--- src/rtl/mem_stage_mc.sv ---
// mem_stage_mc: multi-cycle MEM stage with req/ack memory bus, stall and byte-lane immediate merge; optional MEM_TIMEOUT_EN adds a wait-cycle abort.
module mem_stage_mc #(
    parameter int DATA_W  = 16,
    parameter int ADDR_W  = 16,
    parameter int LANE_W  = 1,
    parameter int TMO_CYC = 64
) (
    input  logic              clk,
    input  logic              rst,
    input  logic              valid_in,
    input  logic              mem_op,
    input  logic              mem_write,
    input  logic [ADDR_W-1:0] alu_out,
    input  logic [DATA_W-1:0] reg_data2,
    input  logic [DATA_W-1:0] imm_mem,
    input  logic [DATA_W-1:0] imm_wb,
    input  logic              fwd_imm,
    input  logic [LANE_W-1:0] lane,
    output logic              stall,
    output logic              valid_out,
    output logic [DATA_W-1:0] mem_out,
    output logic [DATA_W-1:0] imm_out,
    output logic              mem_req,
    output logic              mem_we,
    output logic [ADDR_W-1:0] mem_addr,
    output logic [DATA_W-1:0] mem_wdata,
    input  logic              mem_ack,
    input  logic [DATA_W-1:0] mem_rdata,
    output logic              mem_err
);

    typedef enum logic {S_IDLE, S_WAIT} state_t;

    state_t              state_q, state_d;
    logic                req_q, req_d;
    logic                we_q, we_d;
    logic [ADDR_W-1:0]   addr_q, addr_d;
    logic [DATA_W-1:0]   wdata_q, wdata_d;
    logic [DATA_W-1:0]   out_q, out_d;
    logic [DATA_W-1:0]   imm_q, imm_d;
    logic                valid_q, valid_d;
    logic [DATA_W-1:0]   merged;
    logic                accept;
    logic                done;
    logic                timeout;
    logic                unused_imm;

    assign unused_imm = ^imm_mem[DATA_W-1:8];

`ifdef MEM_TIMEOUT_EN
    localparam int CNT_W = (TMO_CYC > 2) ? $clog2(TMO_CYC) : 1;
    logic [CNT_W-1:0] cnt_q, cnt_d;
    logic             err_q, err_d;
    assign timeout = (state_q == S_WAIT) && !mem_ack && (cnt_q == CNT_W'(TMO_CYC - 1));
    assign mem_err = err_q;
`else
    // The limit is irrelevant without the timeout build; folding it in keeps the parameter referenced.
    assign timeout = 1'b0 & (TMO_CYC > 0);
    assign mem_err = 1'b0;
`endif

    assign accept = (state_q == S_IDLE) && valid_in;
    assign done   = (state_q == S_WAIT) && (mem_ack || timeout);

    // Byte-lane merge: selected lane of the base is replaced by the low immediate byte.
    always_comb begin
        merged = fwd_imm ? imm_wb : reg_data2;
        merged[{lane, 3'b000} +: 8] = imm_mem[7:0];
    end

    // FSM state register.
    always_ff @(posedge clk or negedge rst) begin
        if (!rst) state_q <= S_IDLE;
        else      state_q <= state_d;
    end

    // FSM next state: a memory op parks the stage in WAIT until ack (or timeout).
    always_comb begin
        state_d = (state_q == S_IDLE) ? ((valid_in && mem_op) ? S_WAIT : S_IDLE)
                                      : (done ? S_IDLE : S_WAIT);
    end

    // FSM outputs: stall is released combinationally in the cycle the access finishes; reset masks it.
    always_comb begin
        stall = rst && (((state_q == S_IDLE) && valid_in && mem_op) ||
                        ((state_q == S_WAIT) && !mem_ack && !timeout));
    end

    // Datapath next values: bus request captured at acceptance, results captured at completion.
    always_comb begin
        req_d   = (accept && mem_op) ? 1'b1 : (done ? 1'b0 : req_q);
        we_d    = (accept && mem_op) ? mem_write : we_q;
        addr_d  = (accept && mem_op) ? alu_out : addr_q;
        wdata_d = (accept && mem_op) ? reg_data2 : wdata_q;
        imm_d   = accept ? merged : imm_q;
        valid_d = (accept && !mem_op) || done;
        out_d   = (done && timeout) ? '0 : ((done && !we_q) ? mem_rdata : out_q);
    end

    // Datapath registers.
    always_ff @(posedge clk or negedge rst) begin
        if (!rst) begin
            req_q   <= 1'b0;
            we_q    <= 1'b0;
            addr_q  <= '0;
            wdata_q <= '0;
            out_q   <= '0;
            imm_q   <= '0;
            valid_q <= 1'b0;
        end else begin
            req_q   <= req_d;
            we_q    <= we_d;
            addr_q  <= addr_d;
            wdata_q <= wdata_d;
            out_q   <= out_d;
            imm_q   <= imm_d;
            valid_q <= valid_d;
        end
    end

`ifdef MEM_TIMEOUT_EN
    // Wait counter and sticky error: count restarts on every entry to WAIT.
    always_comb begin
        cnt_d = (state_q == S_WAIT) ? cnt_q + 1'b1 : '0;
        err_d = err_q || timeout;
    end

    // Timeout registers.
    always_ff @(posedge clk or negedge rst) begin
        if (!rst) begin
            cnt_q <= '0;
            err_q <= 1'b0;
        end else begin
            cnt_q <= cnt_d;
            err_q <= err_d;
        end
    end
`endif

    assign mem_req   = req_q;
    assign mem_we    = we_q;
    assign mem_addr  = addr_q;
    assign mem_wdata = wdata_q;
    assign mem_out   = out_q;
    assign imm_out   = imm_q;
    assign valid_out = valid_q;

endmodule

--- config.mk ---
export PLATFORM = sky130hd
export DESIGN_NAME = mem_stage_mc
export DESIGN_NICKNAME = d
export VERILOG_FILES = /design/src/rtl/mem_stage_mc.sv
export SDC_FILE = /design/constraint.sdc
export NUM_CORES = 1
export LEC_CHECK = 0
export BUFFER_PORTS_ARGS = -buffer_cell sky130_fd_sc_hd__buf_2
export CAP_MARGIN = 20
export CORE_ASPECT_RATIO = 0.7
export CORE_MARGIN = 4
export CORE_UTILIZATION = 36
export DETAILED_ROUTE_END_ITERATION = 8
export PLACE_DENSITY_LB_ADDON = 0.2
export SYNTH_ARGS = -nofsm -noshare
export SYNTH_HDL_FRONTEND = slang
export SYNTH_SLANG_ARGS = --single-unit
export TNS_END_PERCENT = 30
--- constraint.sdc ---
create_clock -name clk -period 1.3 [get_ports clk]
set_input_delay 0.13 -clock clk [delete_from_list [all_inputs] [get_ports clk]]
set_output_delay 0.13 -clock clk [all_outputs]
set_load 0.03 [all_outputs]
==> out/results.txt, run 1 <==
The internal cell power was 0.00515 W. Dividing total power by cell area gives a power density of 1880 mW/mm2. For this run, the post-layout net count is 452. The cell type with the highest aggregate area in the netlist is sky130_fd_sc_hd__dfrtp_1.

For this block, the via count after detailed routing is 2168. Setup repair after global routing could not meet its margin everywhere. The total power is 0.00796 W, and the fraction of the mapped netlist area in compound gates is 0.0583. STA classifies the critical path endpoint as an output pin. Among all flip-flop cells after synthesis, the most frequent one is sky130_fd_sc_hd__dfrtp_1.

For the remaining antenna violation count, the log shows 0. The number of iterations in the first detailed-routing pass came out at 4. The tools report the max-cap check violation count as 0. Following the worst setup path forward leads to its endpoint at stall. The adder-cell area share of the yosys netlist is 0, and the Yosys warning count is 0. The initial standard-cell utilization of the core was 0.371. The critical path goes through nand3b_4 > o21ai_2 > and2_4 > buf_6. The portion of the post-synthesis area used by sequential elements was 0.583. The placed wire-length estimate after detailed placement was 5320 um; the number of enable-type register cells in the synthesized netlist was 0.

The multiplexer fraction of the synthesized cell area is 0.288. The tools report the startpoint of the worst setup timing path as state_q$_DFF_PN0_. The nature of the critical path startpoint was a register. The routed design has 7390 um of wire. After synthesis, the most frequently instantiated cells are sky130_fd_sc_hd__dfrtp_1 (68), sky130_fd_sc_hd__mux2_2 (47), sky130_fd_sc_hd__mux2i_1 (16), sky130_fd_sc_hd__nand2_1 (11).

The kind of critical path is register to output pin. After technology mapping, the gate count stands at 207. Post-synthesis share of cell area spent on and, or, nand and nor gates: 0.0347. The startpoint identified for the worst register-to-register timing path is state_q$_DFF_PN0_.

After synthesis the netlist holds a flip-flop and latch count of 68. The switching share of total power is 0.353, and the routability congestion estimate from global placement is 0.721. On the critical path the largest part of the delay comes from flip-flops.

Across the routed clock network, the largest skew measured is 4.05 ps. The proportion of synthesized flip-flops having asynchronous set or reset was 1.00. Combinational family with the most area after synthesis: multiplexers.

The run gives 27 as the number of standard-cell rows in the floorplan. The number of placed instances, taps included, is 449. In the routed layout, each cell is associated on average with a via count of 4.61. Filler cell count in the final layout: 699. Timing analysis after detailed placement gives a worst setup slack of 15.4 ps. The worst-case IR drop observed on VDD is 0.000940 V. The smallest clock period supported by the final layout is computed as 1360 ps. The die height is 83.3 um, and the XOR/XNOR share of the synthesized area is 0. The first global-routing pass estimated 11400 um of wire.

Most used standard cell by instance count after synthesis: sky130_fd_sc_hd__dfrtp_1. For the part of the total power dissipated in the clock network, the log shows 0.301. The CTS clock-pin slew for the worst setup and hold paths came out at 60 ps. The final reports fail on negative setup slack. The final core utilization was 0.537.

The share of cells above drive strength 1 came out at 0.642. The slowest stage of the critical path is the sky130_fd_sc_hd__dfrtp_1 cell. The share of power burned in registers is 0.363, and the total core area is 0.00787 mm2. The run gives 2 as the maximum clock path buffer count. After detailed routing, the number of remaining DRC violations is 0. The tree is rooted in a sky130_fd_sc_hd__clkbuf_16.

The number of buffers added by the clock tree synthesis step is 9, and the area of combinational cells with multiple inputs is 0.00113 mm2. The netlist uses 20 different library cells. Of all nets on the critical path, the largest fanout is 4.

In this run the number of cells on the critical path is 4. Yosys attributes the largest share of cell area to sky130_fd_sc_hd__dfrtp_1 (58%), sky130_fd_sc_hd__mux2_2 (18%), sky130_fd_sc_hd__mux2i_1 (5.5%). The critical path buffer and inverter count is 1. In this run the horizontal extent of the chip is 116 um.

For this design the static power due to leakage is 2.21 nW. The clock reaches the later pin of the worst-skew pair after 320 ps. The average cell area after synthesis came out at 14.1 um2.

For the worst flop-to-flop path, the logic depth is 4. The worst hold path belongs to the class primary input to register. In this run the critical register-to-register path is captured at mem_wdata[7]$_DFFE_PN0P_. In this run the power spent charging and discharging nets is 0.00281 W. The count of antenna diodes in the layout is 0, and the global-route usage over all layers is 0.153. The layout-stage area growth over the synthesis result was 45.0%; the delay of the slowest cell on the worst path was 400 ps. The proportion of netlist area held by the largest area contributor is 0.583, and the cell area after synthesis is 0.00292 mm2. The final setup slack of the worst path was -60.1 ps; the setup slack of the worst register-to-register path was -20 ps. The flip-flop and latch area was 0.00170 mm2. For the number of slew-limit violations in the final report, the log shows 0. Global routing finished with a remaining overflow of 0. Via count of the first global-routing pass: 2345.

The flow ran to the end, but the final reports show violations. Entering global routing, the biggest net connects 69 pins. Adding up every negative setup slack in the final design gives -281 ps. The number of nets in the synthesized netlist is 295. After detailed routing, the average wire length per cell comes to 15.7 um.

STA puts the critical path data arrival time at 1230 ps. The logic gate share of total power was 0.336; the number of design-rule violations left by the first detailed-router iteration was 85. The share of the cycle needed by the critical path after routing works out to 1.05. For the required time of the critical path, the log shows 1170 ps.

TritonCTS built the clock tree. The number of antenna violations at the first check in global routing is 0, and the deepest level of the CTS H-tree is 3. In this run the count of I/O pins placed on the die edge is 157. For the overall die area, the log shows 0.00963 mm2. The clock drives 68 sinks.

Setup violations remaining at the end of the flow were counted as 19. The count of endpoints failing hold in the final timing report came out at 0. Highest clock rate: 0.735 GHz.

In this run the tool buffered the top-level ports with 147 buffer cells. The post-layout instance count excluding filler cells came out at 470.
layer usage:
metal | global-route usage | up-vias | part of all wire
met4 | 0.0416 | 0 | 0.0080
met2 | 0.231 | 102 | 0.43
met1 | 0.192 | 1020 | 0.44
met5 | 0 | - | 0
li1 | - | 1040 | -
met3 | 0.0772 | 6 | 0.12
worst register-to-register path, stage by stage (launching register included):
cell,delay (ps)
sky130_fd_sc_hd__dfrtp_1,400
sky130_fd_sc_hd__nand3b_4,170
sky130_fd_sc_hd__buf_4,170
sky130_fd_sc_hd__clkbuf_16,180
sky130_fd_sc_hd__mux2_4,300
power by group through the flow:
stage          registers, W  clock network (W)  logic [W]
5_1_grt             0.00296            0.00257    0.00284
3_5_place_dp        0.00293                  0    0.00266
6_report            0.00289            0.00240    0.00267
4_1_cts             0.00290            0.00248    0.00269
2_1_floorplan       0.00397                  0   0.000705
3_3_place_gp        0.00290                  0    0.00262
registers in the layout, summed over array words and instances (netlist names):
register   cells
mem_addr      16
mem_we         1
mem_req        1
state_q        1
imm_out       16
mem_out       16
valid_out      1
mem_wdata     16
logic make-up after synthesis:
family	Yosys count
buffers and inverters	16
muxes	73
and+or+nand+nor	23
AOI/OAI and AO/OA	26
DFF	68
other	1
placed cells by master, fill, tap and decap left out:
cell	count
sky130_fd_sc_hd__or2_1	1
sky130_fd_sc_hd__nor2_1	8
sky130_fd_sc_hd__dlygate4sd3_1	1
sky130_fd_sc_hd__mux2i_1	16
sky130_fd_sc_hd__nand2_1	11
sky130_fd_sc_hd__o21ai_2	1
sky130_fd_sc_hd__mux2_2	46
sky130_fd_sc_hd__clkinv_2	1
sky130_fd_sc_hd__mux2_4	11
sky130_fd_sc_hd__inv_1	1
sky130_fd_sc_hd__and2_4	1
sky130_fd_sc_hd__dfrtp_1	67
sky130_fd_sc_hd__buf_2	145
sky130_fd_sc_hd__buf_4	6
sky130_fd_sc_hd__buf_6	1
sky130_fd_sc_hd__a211oi_1	8
sky130_fd_sc_hd__o21ai_0	9
sky130_fd_sc_hd__clkinv_4	2
sky130_fd_sc_hd__inv_6	1
sky130_fd_sc_hd__bufinv_16	1
sky130_fd_sc_hd__dfrtp_2	1
sky130_fd_sc_hd__conb_1	1
sky130_fd_sc_hd__buf_12	6
sky130_fd_sc_hd__clkinvlp_4	2
sky130_fd_sc_hd__nand2b_1	1
sky130_fd_sc_hd__a21o_1	8
sky130_fd_sc_hd__clkbuf_16	11
sky130_fd_sc_hd__nand3b_4	1
cell type report:
class | instances | area share
Multi-Input combinational cell | 123 | 0.268
Clock buffer | 9 | 0.0532
Sequential cell | 68 | 0.403
Timing Repair Buffer | 161 | 0.227
Inverter | 1 | 0.000887
Tap cell | 101 | 0.0299
Clock inverter | 7 | 0.0180
worst min-delay path by stage:
stage	from	end	slack [ps]	cells past startpoint
detailed placement	rst	mem_wdata[12]$_DFFE_PN0P_	220	2
global placement	rst	mem_wdata[12]$_DFFE_PN0P_	220	2
global route	alu_out[9]	mem_addr[9]$_DFFE_PN0P_	20	2
CTS	alu_out[0]	mem_addr[0]$_DFFE_PN0P_	20	2
finish	alu_out[0]	mem_addr[0]$_DFFE_PN0P_	40	2
floorplan	rst	imm_out[0]$_DFFE_PN0P_	-170	0
repair_timing:
action                     4_1_cts  5_1_grt
hold buffers                     1        0
setup endpoints to repair        1       50
pin swaps                        2        1
hold endpoints to repair        68        0
resized for setup                7        0
setup buffers                    2        0
gates cloned                     0        2
metrics by stage:
stage / cell area [um2] / hold WS, ps
after global placement: 3830 / 224
final: 4230 / 35.3
after CTS: 4180 / 21.9
after floorplan: 2920 / -166
after detailed placement: 3830 / 222
after global routing: 4230 / 22.9
No activity file was read; power rests on OpenSTA's default activity.
==> inputs of run 2 (changes only) <==
CORE_UTILIZATION = 40   (was 36)
SETUP_SLACK_MARGIN = 0.5   (was not set)
==> run 2 against run 1 <==
Effect of this change:
- the flow still finishes with violations (negative setup slack)
- final cell count is 4.3% higher
- first-iteration DRC count is 5.9% lower
- worst hold slack worse by 13 ps
- utilization is 17 points higher
- via count is 6.5% higher
- sequential share of layout area is 5.5 points lower
- clock power is 30% lower
- register-to-register slack worse by 99 ps
- sequential power is 5% higher
- count of clock-buffer cells in the layout stayed put
- wire length is 15% higher
- critical path type is now register to register
- global-route usage is 3.2 points higher
==> out/results.txt, run 2 (synthesized netlist as in run 1, its figures left out) <==
The final layout contains 479 nets. The tools report the maximum clock path buffer count as 2. TritonCTS built the clock tree. The die height is 79.4 um.

The clock skew after layout came out at 5.07 ps. The number of slew-limit violations in the final report came out at 0. The logs give 2.45 nW for the cell leakage power and 0.00691 mm2 for the total core area.

The share of cells above drive strength 1 works out to 0.646. The share of the cycle needed by the critical path after routing came out at 1.09. The number of cells traversed by the worst hold path works out to 2. The later pin in the worst-skew pair is clocked with a latency of 340 ps. The filler cells instantiated in the layout total 515. Across the run, the number of max-cap violations was 0.

For this block, the initial DRC count from the detailed router was 80. The tightest min-delay check is of the primary input to register type. Routability-driven placement finished with a final weighted congestion of 0.773. The top-level I/O count was 157. The worst setup path is captured at a register. The final critical delay including setup and external delays is 1420 ps, and the total of buffers placed on input and output ports is 147. Wires add up to 8500 um. The initial standard-cell utilization of the core is 0.422. The detailed-route via count is 2309, and the number of antenna violations at the first check in global routing is 0. Number of standard-cell rows in the floorplan: 25.

Worst ir drop on vdd: 0.000994 V. For the remaining antenna violation count, the log shows 0. The cell depth of the worst flop-to-flop path was 5. The via count of the first global-routing pass was 2423; the final setup slack of the worst path was -119 ps. The clock drives 68 sinks. Global routing finished with a remaining overflow of 0.

The first detailed-routing pass ran for 4 iterations. Leaving out fill and tap cells, the most frequent cells in the layout are sky130_fd_sc_hd__buf_2 (79), sky130_fd_sc_hd__buf_6 (70), sky130_fd_sc_hd__dfrtp_1 (67). Nature of the critical path startpoint: a register. Entering global routing, the biggest net connects 69 pins.

The run finished, with violations left. Setup repair after global routing could not meet its margin everywhere. Placed wire-length estimate after detailed placement: 5380 um.

After routing the design area is 0.00491 mm2. For this design the ratio of total power to cell area is 1660 mW/mm2. Setup violations remaining at the end of the flow were counted as 29.

The die covers 0.00874 mm2. The checks that failed: negative setup slack. The post-place instance area is 0.00381 mm2. The first global-routing pass estimated 12000 um of wire. In the routed design, unresolved DRC markers number 0. In the final routed layout, each cell accounts on average for 17.3 um. CTS clock-pin slew for the worst setup and hold paths: 70 ps. Based on the critical path, the design can be clocked at up to 0.705 GHz. The layout-stage area growth over the synthesis result is 68.2%, and the horizontal extent of the die is 110 um.

The library cell used most frequently in the layout, excluding fill and tap cells, is sky130_fd_sc_hd__buf_2. The global-route usage over all layers is 0.184. Hold timing on the final database bottoms out at a slack of 22.3 ps.

Clock tree synthesis inserted a total of 9 buffers. Kind of critical path: register to register. At the worst endpoint, the required time is 1530 ps. The count of endpoints failing hold in the final timing report is 0, and the critical path arrival is 1650 ps. The number of antenna diodes in the final layout is 0.

The highest fanout seen on the critical path is 5, and the deepest level of the CTS H-tree is 3. Number of vias per cell after detailed routing: 4.71. The root cell of the clock tree was sky130_fd_sc_hd__clkbuf_8. For the final routed database, the setup TNS stands at -2470 ps.
run 2: cell count changes in the layout (fill, tap and decap cells not counted), sizes merged:
cell,previous run,this run
buf,158,164
inv,2,1
clkbuf,11,13
dlygate4sd3,1,20
clkinvlp,2,3
run 2: layout make-up:
type                       count  area [um2]  share of cell area
timing repair buffer         188        1710               0.349
sequential                    68        1700               0.347
multi-input combinational    123        1180               0.240
clock buffer                   9         124              0.0252
tap                           94         118              0.0240
clock inverter                 7        67.6              0.0138
inverter                       1        3.75            0.000765
run 2: repair_timing:
action                                  CTS  global route
setup buffers                             4             3
gates resized for setup                 135            40
cloned                                    1             4
endpoints found under the setup margin  136           136
hold buffers                              7            13
pin swaps                                 1             4
endpoints found under the hold margin    74            13
run 2: path summary, 6_finish.rpt:
kind                                        start                 endpoint  slack, ps
hold / removal                          mem_write       mem_we$_DFFE_PN0P_         20
hold reg to reg            imm_out[4]$_DFFE_PN0P_   imm_out[4]$_DFFE_PN0P_        500
setup / recovery                state_q$_DFF_PN0_  mem_addr[0]$_DFFE_PN0P_       -120
setup reg to reg                state_q$_DFF_PN0_  mem_addr[0]$_DFFE_PN0P_       -120
max in group asynchronous                     rst      mem_req$_DFFE_PN0P_        600
min in group asynchronous                     rst   mem_out[3]$_DFFE_PN0P_        390
run 2: worst max-delay path, cell delays in order (launching register included):
cell and delay (ps):
sky130_fd_sc_hd__dfrtp_1 400, sky130_fd_sc_hd__nand3b_4 190, sky130_fd_sc_hd__buf_4 150, sky130_fd_sc_hd__buf_4 150
sky130_fd_sc_hd__clkbuf_16 160, sky130_fd_sc_hd__mux2_2 260
run 2: power by group:
group | internal [W] | switching (W) | total [W]
logic | 0.00173 | 0.00172 | 0.00345
clock network | 0.000874 | 0.000813 | 0.00169
registers | 0.00264 | 0.000388 | 0.00303
total | 0.00524 | 0.00292 | 0.00817
run 2: per-layer routing:
metal | global-route usage | part of all wire
met5 | 0 | 0
met3 | 0.0800 | 0.074
met2 | 0.312 | 0.52
met4 | 0.0448 | 0.0069
met1 | 0.215 | 0.40
run 2: metrics by stage:
step                std cells  utilization  setup WS [ps]  power [W]
CTS                       470        0.659           -110    0.00799
global route              490        0.710           -186    0.00858
detailed placement        442        0.551          -35.2    0.00558
finish                    490        0.710           -119    0.00817
global placement          442        0.551           9.58    0.00551
floorplan                 207            -          -73.0    0.00468
